### config.mk
export PLATFORM = sky130hd
export DESIGN_NAME = mac8b_acc
export DESIGN_NICKNAME = d
export VERILOG_FILES = /design/src/rtl/mul8b.sv /design/src/rtl/mac8b_acc.sv
export SDC_FILE = /design/constraint.sdc
export NUM_CORES = 1
export LEC_CHECK = 0
export CORE_AREA = 2 2 115 117
export DETAILED_ROUTE_END_ITERATION = 8
export DIE_AREA = 0 0 117 119
export HOLD_SLACK_MARGIN = 0.1
export PLACE_DENSITY = 0.61
export SETUP_SLACK_MARGIN = 0.15
export SYNTH_ARGS = -nofsm -noshare
export SYNTH_HDL_FRONTEND = slang
export SYNTH_HIERARCHICAL = 1
export SYNTH_SLANG_ARGS = --single-unit
### constraint.sdc
create_clock -name clk -period 5.61 [get_ports clk]
set_input_delay 0.8415 -clock clk [delete_from_list [all_inputs] [get_ports clk]]
set_output_delay 0.8415 -clock clk [all_outputs]
set_load 0.05 [all_outputs]
### src/rtl/mul8b.sv
// Combinational 8x8 unsigned multiplier; the product is always exact in 16 bits.
module mul8b (
   input  logic [7:0]  a_i,
   input  logic [7:0]  b_i,
   output logic [15:0] p_o
);

   assign p_o = a_i * b_i;

endmodule

### src/rtl/mac8b_acc.sv
// Three-stage multiply-accumulate: register operands, register mul8b product, add into a
// wrapping accumulator with a sticky carry flag; result held until the consumer takes it.
module mac8b_acc #(
   parameter int unsigned ACC_W = 24
) (
   input  logic             clk,
   input  logic             rst,
   input  logic             start,
   input  logic [7:0]       len,
   input  logic             in_valid,
   output logic             in_ready,
   input  logic [7:0]       ina,
   input  logic [7:0]       inb,
   output logic             out_valid,
   input  logic             out_ready,
   output logic [ACC_W-1:0] out,
   output logic             ovf,
   output logic             busy
);

   typedef enum logic [1:0] {StIdle, StRun, StDrain, StDone} state_e;

   state_e           state_q, state_d;
   logic [7:0]       cnt_q, cnt_d;
   logic [7:0]       opa_q, opa_d;
   logic [7:0]       opb_q, opb_d;
   logic             v1_q, v1_d;
   logic [15:0]      p_q, p_d;
   logic             v2_q, v2_d;
   logic [ACC_W-1:0] acc_q, acc_d;
   logic             ovf_q, ovf_d;

   logic [15:0]      prod;
   logic [ACC_W:0]   sum;
   logic             fire;

   mul8b u_mul8b (
      .a_i (opa_q),
      .b_i (opb_q),
      .p_o (prod)
   );

   assign in_ready  = (state_q == StRun);
   assign fire      = in_valid & in_ready;
   // One extra bit captures the wrap-around carry for the sticky flag.
   assign sum       = {1'b0, acc_q} + (ACC_W + 1)'(p_q);
   assign out_valid = (state_q == StDone);
   assign busy      = (state_q != StIdle);
   assign out       = acc_q;
   assign ovf       = ovf_q;

   always_comb begin
      state_d = state_q;
      cnt_d   = cnt_q;
      opa_d   = opa_q;
      opb_d   = opb_q;
      v1_d    = 1'b0;
      p_d     = v1_q ? prod : p_q;
      v2_d    = v1_q;
      acc_d   = acc_q;
      ovf_d   = ovf_q;

      if (fire) begin
         opa_d = ina;
         opb_d = inb;
         v1_d  = 1'b1;
         cnt_d = cnt_q - 8'd1;
      end

      if (v2_q) begin
         acc_d = sum[ACC_W-1:0];
         ovf_d = ovf_q | sum[ACC_W];
      end

      unique case (state_q)
         StIdle: begin
            if (start) begin
               acc_d   = '0;
               ovf_d   = 1'b0;
               cnt_d   = len;
               state_d = (len != 8'd0) ? StRun : StDone;
            end
         end
         StRun: begin
            if (fire && (cnt_q == 8'd1)) state_d = StDrain;
         end
         // Only S3 can still be busy once S1 is empty; it retires on this same edge.
         StDrain: begin
            if (!v1_q) state_d = StDone;
         end
         StDone: begin
            if (out_ready) state_d = StIdle;
         end
         default: state_d = StIdle;
      endcase
   end

   always_ff @(posedge clk) begin
      if (rst) begin
         state_q <= StIdle;
         cnt_q   <= '0;
         opa_q   <= '0;
         opb_q   <= '0;
         v1_q    <= 1'b0;
         p_q     <= '0;
         v2_q    <= 1'b0;
         acc_q   <= '0;
         ovf_q   <= 1'b0;
      end else begin
         state_q <= state_d;
         cnt_q   <= cnt_d;
         opa_q   <= opa_d;
         opb_q   <= opb_d;
         v1_q    <= v1_d;
         p_q     <= p_d;
         v2_q    <= v2_d;
         acc_q   <= acc_d;
         ovf_q   <= ovf_d;
      end
   end

endmodule

==> flow_metrics.tcl <==
set metrics [dict create \
    gr-usage-all-layers 0.1924 \
    clockPowerShare 0.393 \
    synth_xor_area_frac 0.04974 \
    synthTopCellsByArea "dfxtp_1 25%, fa_1 13%, ha_1 13%, and2_1 5.3%, nand2_1 5.1%" \
    drv_cap 0 \
    p_sw_frac 0.3166 \
    antenna_found_initial 0 \
    via_per_inst 5.291 \
    r2r_slack_ns 1.24 \
    max_stage_delay_ns 0.54 \
    min_path_type "register to register" \
    slew_headroom 0.3154 \
    setup_tns_ns 0 \
    gp_congestion 0.9601 \
    die_height_um 119 \
    ys_top_cells_by_count "77 x nand2_1, 69 x dfxtp_1, 59 x ha_1" \
    grt_pass1_wl_mm 21.27 \
    grt_max_degree 47 \
    crit_path_start_kind "register" \
    dp_hpwl_mm 10.20 \
    finalHoldViolCount 0 \
    synth_top_flop_cell "dfxtp_1" \
    leakagePower_nw 2.942 \
    max_freq_ghz 0.2289 \
    post_dp_cell_area_um2 6359 \
    synth_warnings 6 \
    status "finished clean" \
    core-area_um2 12870 \
    drcViolationCount 0 \
    fillCellCount 1261 \
    synthesis.nets 774 \
    placementRows 42 \
    start_util 0.4376 \
    nNetsFinal 824 \
    worstSetupPathType "register to register" \
    vias 4656 \
    combPwrFrac 0.224 \
    grt_pass1_vias 4540 \
    synth_top_area_cell "dfxtp_1" \
    synth_edf_count 0 \
    r2r-end "p_q[11]$_SDFFE_PP0P_" \
    syn-instance-count 649 \
    p_int_mw 1.061 \
    ir_worst_vdd_mv 0.2887 \
    p_per_area_nw_per_um2 232.5 \
    slew_violations 0 \
    rsz0062_at_grt "false" \
    synth-simple-area-share 0.2019 \
    cp_top_family "adder cells" \
    drtIter0Drc 270 \
    cts.sinks 69 \
    crit_chain "and2_1 -> fa_1 -> inv_1 -> fa_1 -> inv_1 -> fa_1 -> inv_1 -> fa_1 -> inv_1 -> ha_1 -> and2_4 -> a221oi_2 -> nand2_1 -> a31oi_1 -> xnor2_1 -> mux2i_1 -> nor2_1" \
    cts_hold_buffers 0 \
    synth.most_common_cell "nand2_1" \
    post-cts-setup-buffers 0 \
    finClkSkew_ns 0.005969 \
    synth_area_um2 5634 \
    netlist.area_leader.share 0.2452 \
    grt-ovfl-total 0 \
    r2r_start "opa_q[3]$_SDFFE_PP0P_" \
    required_ns 5.87 \
    path_buf_inv 4 \
    pwr-share-seq 0.384 \
    routedWlPerCell_um 14.86 \
    cts_tree "built" \
    cts-resized-gates 0 \
    die_width_um 117 \
    critPathMaxFanout 9 \
    clockRootBuffer "clkbuf_16" \
    dieArea_um2 13920 \
    synth_compound_area_frac 0.1466 \
    finalSetupViolCount 0 \
    wirelength_mm 13.08 \
    cts_made_buffers 9 \
    synth_top_family_by_area "adder cells" \
    portBuffers 56 \
    path_clk_slew_ns 0.06 \
    synth.avg_cell_area_um2 8.681 \
    synth_adder_area_share 0.2625 \
    switching_power_mw 0.4913 \
    synthArstFlopShare 0 \
    ys_seq_area_frac 0.2452 \
    muxShareOfSynthArea 0.04086 \
    drive_gt1_frac 0.04119 \
    tightest_slew_ns 1.026 \
    insertion_delay_ns 0.33 \
    num_antenna_cells 0 \
    final_util 0.5185 \
    hold_slack_ns 0.4836 \
    fin_crit_sh 0.7786 \
    yosysUniqueCellTypes 59 \
    hold_depth 2 \
    finalCriticalPeriod_ns 4.368 \
    drt-pass1-iter-count 5 \
    whs_endpoint "ovf$_SDFF_PP0_" \
    ant_nets 0 \
    area_delta_synth_final_pct 18.48 \
    synth.ff_latch_count 69 \
    ctsLongestPathBuffers 2 \
    worst_ep_arrival_time_ns 4.63 \
    r2r_cells 17 \
    htreeDepth 3 \
    cp-end-kind "register" \
    post-route-cell-area_um2 6675 \
    io_pins 57 \
    crit_path_top_delay_cell "fa_1" \
    worstHoldStart "ovf$_SDFF_PP0_" \
]
how the worst max path moves through the flow:
stage                          start                   end  slack [ns]  cells after the start
3_3_place_gp   opa_q[3]$_SDFFE_PP0P_  p_q[11]$_SDFFE_PP0P_        1.33                     17
3_5_place_dp   opa_q[3]$_SDFFE_PP0P_  p_q[11]$_SDFFE_PP0P_        1.23                     17
5_1_grt        opa_q[0]$_SDFFE_PP0P_  p_q[11]$_SDFFE_PP0P_         1.0                     16
2_1_floorplan  opa_q[3]$_SDFFE_PP0P_  p_q[11]$_SDFFE_PP0P_        1.51                     17
6_report       opa_q[3]$_SDFFE_PP0P_  p_q[11]$_SDFFE_PP0P_        1.24                     17
4_1_cts        opa_q[3]$_SDFFE_PP0P_  p_q[11]$_SDFFE_PP0P_        1.22                     17
flip-flops by register name (all words and copies together), names as in the netlist:
signal	flops
cnt_q	8
opa_q	8
opb_q	8
out	24
ovf	1
p_q	16
state_q	2
v1_q	1
v2_q	1
layout make-up:
cell class / count / area, µm² / area share
Multi-Input combinational cell: 502 / 3953 / 0.5921
Sequential cell: 69 / 1381 / 0.2069
Timing Repair Buffer: 60 / 590.6 / 0.08847
Clock buffer: 10 / 229.0 / 0.03430
Tap cell: 176 / 220.2 / 0.03299
Inverter: 57 / 214.0 / 0.03205
Clock inverter: 6 / 87.58 / 0.01312
worst min-delay path, cell delays in order, from the launching register on:
cell and delay, ns:
dfxtp_1 0.33, a31oi_1 0.04, nor2_1 0.07
power groups by stage:
stage	Clock [mW]	Combinational (mW)	Sequential, mW
final	0.610	0.347	0.595
after CTS	0.622	0.348	0.595
after global placement	0	0.341	0.602
after global routing	0.644	0.387	0.603
after detailed placement	0	0.345	0.605
after floorplan	0	0.258	0.581
cell usage in the layout, fill, tap and decap left out, types with 10 or more instances in the layout:
cell	synthesis	routed
o21ai_0	10	10
mux2i_1	23	23
xor2_1	12	12
inv_1	57	57
ha_1	59	59
clkdlybuf4s50_1	0	56
xnor2_1	20	20
a211oi_1	10	10
and2_1	48	48
nand2_1	77	77
nor2_1	53	53
dfxtp_1	69	69
a21oi_1	42	42
fa_1	37	37
per-layer routing:
| layer | vias up | global-route usage | share of wire |
|---|---|---|---|
| li1 | 2319 | - | - |
| met1 | 2235 | 0.2716 | 0.48 |
| met2 | 87 | 0.3024 | 0.47 |
| met3 | 15 | 0.03053 | 0.037 |
| met4 | 0 | 0.05735 | 0.016 |
| met5 | - | 0 | 0 |
per-stage QoR:
| step | setup slack, ns | total power, mW | std cells |
|---|---|---|---|
| after CTS | 1.219 | 1.566 | 880 |
| after floorplan | 1.513 | 0.8385 | 649 |
| final | 1.242 | 1.552 | 880 |
| after global routing | 0.9964 | 1.634 | 880 |
| after global placement | 1.329 | 0.9428 | 864 |
| after detailed placement | 1.234 | 0.9507 | 864 |
logic make-up after synthesis:
kind of cell	after synthesis
multiplexers	23
AND/OR/NAND/NOR	230
AO/OA/AOI/OAI	121
flip-flops	69
buffers and inverters	78
XOR/XNOR	32
adder cells (fa/ha/maj)	96
Note: power is estimated with default switching activity, not from simulation.
